===== config.mk =====
export PLATFORM = sky130hd
export DESIGN_NAME = spi_trig_seq
export DESIGN_NICKNAME = d
export VERILOG_FILES = /design/src/rtl/spi_trig_pkg.sv /design/src/rtl/trig_sync_edge.sv /design/src/rtl/spi_trig_seq.sv
export SDC_FILE = /design/constraint.sdc
export NUM_CORES = 1
export LEC_CHECK = 0
export CAP_MARGIN = 20
export CORE_MARGIN = 10
export CORE_UTILIZATION = 60
export DETAILED_ROUTE_END_ITERATION = 8
export PLACE_DENSITY = 0.85
export SLEW_MARGIN = 20
export SYNTH_ARGS = -nofsm -noshare
export SYNTH_HDL_FRONTEND = slang
export SYNTH_SLANG_ARGS = --single-unit

===== constraint.sdc =====
create_clock -name clk -period 9 [get_ports clk]
set_input_delay 1.35 -clock clk [delete_from_list [all_inputs] [get_ports clk]]
set_output_delay 1.35 -clock clk [all_outputs]
set_load 0.03 [all_outputs]

===== src/rtl/spi_trig_pkg.sv =====
// Shared types, default parameters and bit-vector helpers for the SPI trigger
// sequencer.
package spi_trig_pkg;

    localparam int unsigned DEF_N_TRIG  = 4;
    localparam int unsigned DEF_PEND_W  = 4;
    localparam int unsigned DEF_BURST_W = 8;
    localparam int unsigned DEF_GAP_W   = 8;

    typedef enum logic [1:0] {
        ST_IDLE  = 2'd0,
        ST_ISSUE = 2'd1,
        ST_ACK   = 2'd2,
        ST_GAP   = 2'd3
    } trig_state_t;

    // Number of set bits; sized for the largest supported trigger vector.
    function automatic logic [4:0] f_popcount16(input logic [15:0] v);
        logic [4:0] cnt;
        cnt = 5'd0;
        for (int i = 0; i < 16; i++) begin
            cnt = cnt + {4'd0, v[i]};
        end
        return cnt;
    endfunction

    // Index of the lowest set bit (0 when the vector is empty).
    function automatic logic [3:0] f_lowest16(input logic [15:0] v);
        logic [3:0] idx;
        idx = 4'd0;
        for (int i = 15; i >= 0; i--) begin
            if (v[i]) begin
                idx = 4'(i);
            end else begin
                idx = idx;
            end
        end
        return idx;
    endfunction

endpackage


===== src/rtl/trig_sync_edge.sv =====
// Two-flop synchroniser plus registered rising-edge detector for a vector of
// asynchronous trigger lines.
module trig_sync_edge #(
    parameter int unsigned W = 4
) (
    input  logic         clk,
    input  logic         rst_n,
    input  logic [W-1:0] i_async,
    output logic [W-1:0] o_rise
);

    logic [W-1:0] r_meta;
    logic [W-1:0] r_sync;
    logic [W-1:0] r_prev;
    logic [W-1:0] r_rise;
    logic [1:0]   r_warm;

    // Edges are suppressed until the pipeline holds real samples, so lines
    // already high when reset releases never look like a rising edge.
    always_ff @(posedge clk or negedge rst_n) begin
        if (!rst_n) begin
            r_meta <= {W{1'b0}};
            r_sync <= {W{1'b0}};
            r_prev <= {W{1'b0}};
            r_rise <= {W{1'b0}};
            r_warm <= 2'd0;
        end else begin
            r_meta <= i_async;
            r_sync <= r_meta;
            r_prev <= r_sync;
            if (r_warm != 2'd3) begin
                r_warm <= r_warm + 2'd1;
            end else begin
                r_warm <= r_warm;
            end
            r_rise <= (r_warm == 2'd3) ? (r_sync & ~r_prev) : {W{1'b0}};
        end
    end

    assign o_rise = r_rise;

endmodule


===== src/rtl/spi_trig_seq.sv =====
// Trigger-driven SPI word sequencer: counts accepted trigger events and issues
// one burst of data-valid pulses to an SPI master per pending event.
module spi_trig_seq
    import spi_trig_pkg::*;
#(
    parameter int unsigned N_TRIG  = DEF_N_TRIG,
    parameter int unsigned PEND_W  = DEF_PEND_W,
    parameter int unsigned BURST_W = DEF_BURST_W,
    parameter int unsigned GAP_W   = DEF_GAP_W,
    localparam int unsigned SRC_W  = (N_TRIG > 1) ? $clog2(N_TRIG) : 1
) (
    input  logic               clk,
    input  logic               rst_n,
    input  logic [N_TRIG-1:0]  trig,
    input  logic [N_TRIG-1:0]  trig_en,
    input  logic [BURST_W-1:0] burst_len,
    input  logic [GAP_W-1:0]   gap_cyc,
    input  logic               i_TX_Ready,
    output logic               o_TX_DV,
    output logic [BURST_W-1:0] o_word_idx,
    output logic [SRC_W-1:0]   o_trig_src,
    output logic               o_busy,
    output logic               o_overflow,
    input  logic               clr_overflow
);

    localparam int unsigned CNT_W = PEND_W + 6;

    logic [N_TRIG-1:0] w_rise;
    logic [N_TRIG-1:0] w_evt;
    logic [15:0]       w_evt16;
    logic [4:0]        w_add;

    trig_state_t       r_state;
    trig_state_t       w_state_nxt;
    logic [PEND_W-1:0] r_pending;
    logic [PEND_W-1:0] w_pend_nxt;
    logic [CNT_W-1:0]  w_sum;
    logic [CNT_W-1:0]  w_max;
    logic              w_ovf;
    logic              w_dec;
    logic              w_start;
    logic              w_idx_inc;
    logic              w_gap_load;
    logic              w_gap_dec;

    logic [BURST_W-1:0] r_word_idx;
    logic [BURST_W-1:0] r_last_idx;
    logic [GAP_W-1:0]   r_gap_lat;
    logic [GAP_W-1:0]   r_gap_cnt;
    logic               r_ack_first;
    logic [SRC_W-1:0]   r_last_src;
    logic [SRC_W-1:0]   r_trig_src;
    logic               r_busy;
    logic               r_overflow;

    trig_sync_edge #(.W(N_TRIG)) u_sync_edge (
        .clk     (clk),
        .rst_n   (rst_n),
        .i_async (trig),
        .o_rise  (w_rise)
    );

    assign w_evt   = w_rise & trig_en;
    assign w_evt16 = 16'(w_evt);
    assign w_add   = f_popcount16(w_evt16);

    // Pending counter next value: add all simultaneous events, net the burst
    // start, and clamp at the counter maximum.
    always_comb begin
        w_max = CNT_W'({PEND_W{1'b1}});
        w_sum = CNT_W'(r_pending) + CNT_W'(w_add) - CNT_W'(w_dec);
        w_ovf = (w_sum > w_max);
        if (w_ovf) begin
            w_pend_nxt = {PEND_W{1'b1}};
        end else begin
            w_pend_nxt = w_sum[PEND_W-1:0];
        end
    end

    // FSM next-state and datapath control strobes.
    always_comb begin
        w_state_nxt = r_state;
        w_dec       = 1'b0;
        w_start     = 1'b0;
        w_idx_inc   = 1'b0;
        w_gap_load  = 1'b0;
        w_gap_dec   = 1'b0;
        case (r_state)
            ST_IDLE: begin
                if ((r_pending != {PEND_W{1'b0}}) && i_TX_Ready) begin
                    w_state_nxt = ST_ISSUE;
                    w_dec       = 1'b1;
                    w_start     = 1'b1;
                end else begin
                    w_state_nxt = ST_IDLE;
                end
            end
            ST_ISSUE: begin
                if (i_TX_Ready) begin
                    w_state_nxt = ST_ACK;
                end else begin
                    w_state_nxt = ST_ISSUE;
                end
            end
            ST_ACK: begin
                // The master still shows the stale ready in the first ACK cycle.
                if (r_ack_first || !i_TX_Ready) begin
                    w_state_nxt = ST_ACK;
                end else if (r_word_idx == r_last_idx) begin
                    w_state_nxt = ST_IDLE;
                end else begin
                    w_idx_inc = 1'b1;
                    if (r_gap_lat == {GAP_W{1'b0}}) begin
                        w_state_nxt = ST_ISSUE;
                    end else begin
                        w_state_nxt = ST_GAP;
                        w_gap_load  = 1'b1;
                    end
                end
            end
            ST_GAP: begin
                if (r_gap_cnt <= GAP_W'(1)) begin
                    w_state_nxt = ST_ISSUE;
                end else begin
                    w_state_nxt = ST_GAP;
                    w_gap_dec   = 1'b1;
                end
            end
            default: begin
                w_state_nxt = ST_IDLE;
            end
        endcase
    end

    // FSM state register.
    always_ff @(posedge clk or negedge rst_n) begin
        if (!rst_n) begin
            r_state <= ST_IDLE;
        end else begin
            r_state <= w_state_nxt;
        end
    end

    // Pending count, sticky overflow (a same-cycle set beats the clear) and busy.
    always_ff @(posedge clk or negedge rst_n) begin
        if (!rst_n) begin
            r_pending  <= {PEND_W{1'b0}};
            r_overflow <= 1'b0;
            r_busy     <= 1'b0;
        end else begin
            r_pending <= w_pend_nxt;
            if (w_ovf) begin
                r_overflow <= 1'b1;
            end else if (clr_overflow) begin
                r_overflow <= 1'b0;
            end else begin
                r_overflow <= r_overflow;
            end
            r_busy <= (w_state_nxt != ST_IDLE);
        end
    end

    // Burst parameters are captured at burst start so mid-burst edits wait.
    always_ff @(posedge clk or negedge rst_n) begin
        if (!rst_n) begin
            r_word_idx  <= {BURST_W{1'b0}};
            r_last_idx  <= {BURST_W{1'b0}};
            r_gap_lat   <= {GAP_W{1'b0}};
            r_gap_cnt   <= {GAP_W{1'b0}};
            r_ack_first <= 1'b0;
            r_last_src  <= {SRC_W{1'b0}};
            r_trig_src  <= {SRC_W{1'b0}};
        end else begin
            if (w_start) begin
                r_word_idx <= {BURST_W{1'b0}};
                r_last_idx <= (burst_len == {BURST_W{1'b0}}) ? {BURST_W{1'b0}}
                                                              : burst_len - BURST_W'(1);
                r_gap_lat  <= gap_cyc;
                r_trig_src <= r_last_src;
            end else if (w_idx_inc) begin
                r_word_idx <= r_word_idx + BURST_W'(1);
            end else begin
                r_word_idx <= r_word_idx;
            end
            if (w_gap_load) begin
                r_gap_cnt <= r_gap_lat;
            end else if (w_gap_dec) begin
                r_gap_cnt <= r_gap_cnt - GAP_W'(1);
            end else begin
                r_gap_cnt <= r_gap_cnt;
            end
            r_ack_first <= (r_state == ST_ISSUE);
            if (w_evt != {N_TRIG{1'b0}}) begin
                r_last_src <= SRC_W'(f_lowest16(w_evt16));
            end else begin
                r_last_src <= r_last_src;
            end
        end
    end

    // DV is gated by the live ready so it can never fire while ready is low.
    assign o_TX_DV    = (r_state == ST_ISSUE) && i_TX_Ready;
    assign o_word_idx = r_word_idx;
    assign o_trig_src = r_trig_src;
    assign o_busy     = r_busy;
    assign o_overflow = r_overflow;

endmodule


# After elaboration in Yosys (flattened, before gate mapping)
# Cells that the tools add are included.
dict set report op_classes {
  eq_ne 6
  n_reduce_logical 13
  mux 31
  order_cmp 2
  bitwise_logic 3
  n_addsub 9
}
# op count
set ops {}
lappend ops {{$mux 8} 5}
lappend ops {{$mux 2} 9}
lappend ops {{$logic_not 8->1} 2}
lappend ops {{$sub 8x1->8 const B} 2}
lappend ops {{$mux 1} 14}
lappend ops {{$gt 10x4->1 const B} 1}
lappend ops {{$add 8x1->8 const B} 1}
lappend ops {{$and 4x4->4} 2}
lappend ops {{$eq 8x8->1} 1}
lappend ops {{$le 8x1->1 const B} 1}
lappend ops {{$mux 4} 2}
lappend ops {{$pmux 2 s4} 1}
lappend ops {{$reduce_bool 2->1} 4}
lappend ops {{$reduce_bool 4->1} 2}
lappend ops {{$eq 2x2->1 const B} 3}
lappend ops {{$sub 5x1->6} 1}
lappend ops {{$add 4x4->5} 1}
lappend ops {{$add 3x1->4} 1}
lappend ops {{$not 4->4} 1}
lappend ops {{$add 2x1->3} 1}
lappend ops {{$add 1x1->2} 1}
lappend ops {{$add 2x1->2 const B} 1}
lappend ops {{$eq 2x1->1 const B} 1}
lappend ops {{$logic_and 1x1->1} 2}
lappend ops {{other kinds (4)} 4}
dict set report totals {
  inputBits 28
  register_bits 63
  output_inout_bits 13
  elab_cells 80
}

# Longest topological paths before layout
dict set report depth {
  word_depth 8
  mapped_depth 15
  mapped_depth_nobuf 14
}

# Cells and area by module
# A second synthesis with hierarchy kept.
dict set report unflattened {
  cells_unflattened 304
  hier_area_um2 3070.4
}
# mod area_per_inst_um2 cells_each n_inst
set by_module_without_submodules {}
lappend by_module_without_submodules {spi_trig_seq 2536.2 278 1}
lappend by_module_without_submodules {trig_sync_edge 534.3 26 1}

# Least setup slack after synthesis
# Ideal clock, no wire load.
dict set report synth_path {
  path_type {input -> register}
  from {input i_TX_Ready}
  to {register r_overflow (netlist: o_overflow)}
  path_stages 14
  arrival_time_ps 4163
  n_path_buf 1
  slack_ps 4700
  path_cell_list {nand2b_4 a211o_1 inv_1 buf_2 ha_1 inv_1 fa_1 fa_1 inv_1 fa_1 nor2b_1 o21a_1 o21ai_0 o32ai_1}
}
dict set report synth_between {
  elab_chain_len 6
  word_cells_on_any_way 7
  cone_classes {add/sub: 1; order compare: 1; mux: 3; reduce/logical: 2}
}
# element line_no
set synth_rtl {}
lappend synth_rtl {{start: declaration} spi_trig_seq.sv:18} ;# input logic i_TX_Ready,
lappend synth_rtl {{$logic_and 1x1->1 *} spi_trig_seq.sv:91} ;# if ((r_pending != {PEND_W{1'b0}}) && i_TX_Ready) begin
lappend synth_rtl {{$mux 1 *} spi_trig_seq.sv:91}
lappend synth_rtl {{$mux 1 *} spi_trig_seq.sv:89} ;# case (r_state)
lappend synth_rtl {{$sub 5x1->6 *} spi_trig_seq.sv:72} ;# w_sum = CNT_W'(r_pending) + CNT_W'(w_add) - CNT_W'(w_dec);
lappend synth_rtl {{$gt 10x4->1 *} spi_trig_seq.sv:73} ;# w_ovf = (w_sum > w_max);
lappend synth_rtl {{$mux 1 / $reduce_bool 2->1 (equally long branches)} --}
lappend synth_rtl {{end signal: assignment} spi_trig_seq.sv:158} ;# r_overflow <= r_overflow;
lappend synth_rtl {{end: declaration} spi_trig_seq.sv:55} ;# logic r_overflow;
# Mark *: on every way between the ends. The rest lies on a longest branch, timed or not.
# A chain may end at the register's enable or synchronous reset.

# Final worst setup path
dict set report layout_path {
  from {input i_TX_Ready}
  to {register r_pending[0]}
}
dict set report layout_between {
  elab_chain_len 6
}
# element line_no
set layout_rtl {}
lappend layout_rtl {{$logic_and 1x1->1 *} spi_trig_seq.sv:91}
lappend layout_rtl {{$mux 1 *} spi_trig_seq.sv:91}
lappend layout_rtl {{$mux 1 *} spi_trig_seq.sv:89}
lappend layout_rtl {{$sub 5x1->6 *} spi_trig_seq.sv:72}
lappend layout_rtl {{$gt 10x4->1} spi_trig_seq.sv:73}
lappend layout_rtl {{$mux 4 *} spi_trig_seq.sv:74} ;# if (w_ovf) begin
lappend layout_rtl {{net w_pend_nxt[0]} spi_trig_seq.sv:37} ;# logic [PEND_W-1:0] w_pend_nxt;
lappend layout_rtl {{end signal: assignment} spi_trig_seq.sv:148} ;# r_pending <= {PEND_W{1'b0}};
lappend layout_rtl {{end signal: assignment} spi_trig_seq.sv:152} ;# r_pending <= w_pend_nxt;
lappend layout_rtl {{end: declaration} spi_trig_seq.sv:36} ;# logic [PEND_W-1:0] r_pending;
# Mark *: on every way through the listed nets, which the timed path passes. The rest lies on a longest branch.

==> metrics.txt <==
first-pass GRT wire length=11800 um; Clock Root Buffer=clkbuf_8; WL/cell=15.7 um; Clock Path Buffers=2; ANT nets after route=0; Post-CTS Setup Bufs=0; cts hold-fix bufs=0; Crit. End Element=flop; max-cap violations=0; drt drc=0; Lkg Pwr=1.80 nW; CP Cell Sequence=clkdlybuf4s50_1, nand2b_4, a211o_1, inv_1, ha_1, inv_1, fa_1, fa_1, inv_1, fa_1, nor2b_1, o21a_1, mux2i_1, o31ai_1; Slew @ Worst Pin=0.947 ns; required time of the critical path=9.20 ns; area grow syn2layout=20.2%; worst setup path class=in2reg; clock sink total=63; Final Slew Violations=0; Fmax achieved=0.178 GHz; CORE AREA=5200 um2; largest net degree at the start of global routing=64; Yosys cell types=58; Max Used Layer=met4; Post-synth EDFFs=0; Initial Util=63.4%; # rows=26; Hold WC Path Type=reg2reg; post_cts resized=0; CTS buffer count=9; Post-Route WL=6980 um; Worst path max stage delay=0.73 ns; share of post-route cells with drive strength above 1=7.75%; CTS H-Tree Depth=3; status=finished clean; mapped cell area=3300 um2; Seq/Total Area, Yosys=47.8%; post-DP HPWL=5140 um; # setup viols final=0; # IOs=41; routed via count=2543; Post-synth top cells=63 x dfrtp_1, 55 x nand2_1, 20 x inv_1; initial antenna violation count=0; top fanout value on the critical path=32; Async S/R FF share, synth=100%; Die Span X=94.1 um; Max-slew headroom=36.8%; met1 WL=2780 um; kind of cell adding the most delay to the critical path=adder cells; Crit-path slowest cell=a211o_1; pre-CTS setup slack=3.09 ns; met2 routed WL=3830 um; area leader, netlist=dfrtp_1; total grt overflow=0; ranking of synthesized cells by area=dfrtp_1 48%, nand2_1 6.3%, ha_1 4.9%; PortBufs=40; Min Hold Slack=0.355 ns; die footprint=8860 um2; First-pass DRT Iterations=4; Syn Nets=369; DR iter-0 viols=138; unrepaired setup endpoints after global routing=false; ant diodes=0; Synth Register Bits=63; die height=94.1 um; Final Hold Fails=0; post-synthesis instance total=325; most common cell in the netlist=dfrtp_1; Total GRT Usage=16.7%; Power Dens Cells=302 nW/um2; fin nets=413; clock skew=0.00932 ns; setup TNS=0 ns; met3 wire len=310 um; Avg Cell Area, Syn=10.1 um2; WP data arrival=5.83 ns; TritonCTS clock tree=built; VDD IR max=0.000221 V; Ys Warns=0; post-layout min period=5.63 ns; Crit path buffers/inverters=4; number of global-route vias before repair=2536; clock latency on the worst-skew pair=0.34 ns; period utilisation layout=62.5%; clock slew at reported path FFs=0.07 ns; routability cong.=0.890; Setup WS post-layout=3.37 ns; most used flip-flop cell after synthesis=dfrtp_1; crit start category=input pin; DR vias/cell=5.73; Yosys top cell area share=47.8%
==> routing by layer <==
layer,track usage [%],vias to the layer above
li1,-,1229
met1,18.7,1251
met4,5.44,0
met2,29.2,56
met3,5.52,7
met5,0,-
==> cells in the final DEF (no fill, tap or decap), drive strengths merged, types with 3 or more instances in the layout <==
master,instances
clkbuf,11
mux2i,10
nand2b,9
dfrtp,63
o21ai,15
nor2,14
nand2,55
or3,6
nand4,5
a221o,6
o31ai,7
and3b,4
and3,4
nor4,3
a21oi,11
nor3b,3
xnor2,15
clkdlybuf4s50,39
fa,3
ha,13
and2,10
inv,20
nand3,6
==> flip-flops by register name, summed over array words and instances (netlist names) <==
register,flops
o_word_idx,8
r_gap_cnt,8
r_gap_lat,8
r_last_idx,8
r_pending,4
u_sync_edge.o_rise,4
u_sync_edge.r_meta,4
u_sync_edge.r_prev,4
u_sync_edge.r_sync,4
o_trig_src,2
r_last_src,2
r_state,2
u_sync_edge.r_warm,2
o_busy,1
o_overflow,1
r_ack_first,1
==> power breakdown <==
| part | total [mW] | switching, mW | internal [mW] |
|---|---|---|---|
| Combinational | 0.477 | 0.264 | 0.213 |
| Clock | 0.273 | 0.110 | 0.164 |
| Sequential | 0.446 | 0.0804 | 0.366 |
==> through the flow <==
stage / cell area, um2 / util, % / instances / power (mW)
5_1_grt: 3970 / 76.2 / 444 / 1.28
3_3_place_gp: 3740 / 71.9 / 428 / 0.901
3_5_place_dp: 3740 / 71.9 / 428 / 0.921
6_report: 3970 / 76.2 / 444 / 1.20
4_1_cts: 3970 / 76.2 / 444 / 1.20
2_1_floorplan: 3300 / - / 325 / 0.786
==> cells by family (layout without fill, tap and decap cells) <==
| kind of cell | count (synthesis) | after routing | share of synthesized area, % |
|---|---|---|---|
| and+or+nand+nor | 133 | 133 | 21.4 |
| xor gates and xnor gates | 15 | 15 | 3.98 |
| AOI/OAI and AO/OA | 59 | 59 | 13.1 |
| adders and majority gates | 16 | 16 | 6.75 |
| DFF | 63 | 63 | 47.8 |
| buffers and inverters | 28 | 77 | 3.68 |
| muxes | 11 | 11 | 3.38 |
==> area by class of cell <==
type | count | area, um2
Tap cell | 70 | 87.6
Clock buffer | 11 | 141
Inverter | 20 | 75.1
Clock inverter | 5 | 81.3
Fill cell | 379 | 1240
Sequential cell | 63 | 1580
Timing Repair Buffer | 41 | 403
Multi-Input combinational cell | 234 | 1600
==> worst paths after layout <==
kind	startpoint	end	slack (ns)	depth (start not counted)
worst max-delay path	i_TX_Ready	r_pending[0]$_DFF_PN0_	3.37	14
worst min-delay path	u_sync_edge.r_meta[1]$_DFF_PN0_	u_sync_edge.r_sync[1]$_DFF_PN0_	0.35	0
worst max register to register	r_pending[3]$_DFF_PN0_	r_pending[0]$_DFF_PN0_	4.09	14
worst min register to register	u_sync_edge.r_meta[1]$_DFF_PN0_	u_sync_edge.r_sync[1]$_DFF_PN0_	0.35	0
max in group asynchronous	rst_n	o_busy$_DFF_PN0_	7.33	2
min in group asynchronous	rst_n	o_overflow$_DFFE_PN0P_	1.16	2
Power figures use the tool's default switching activity.
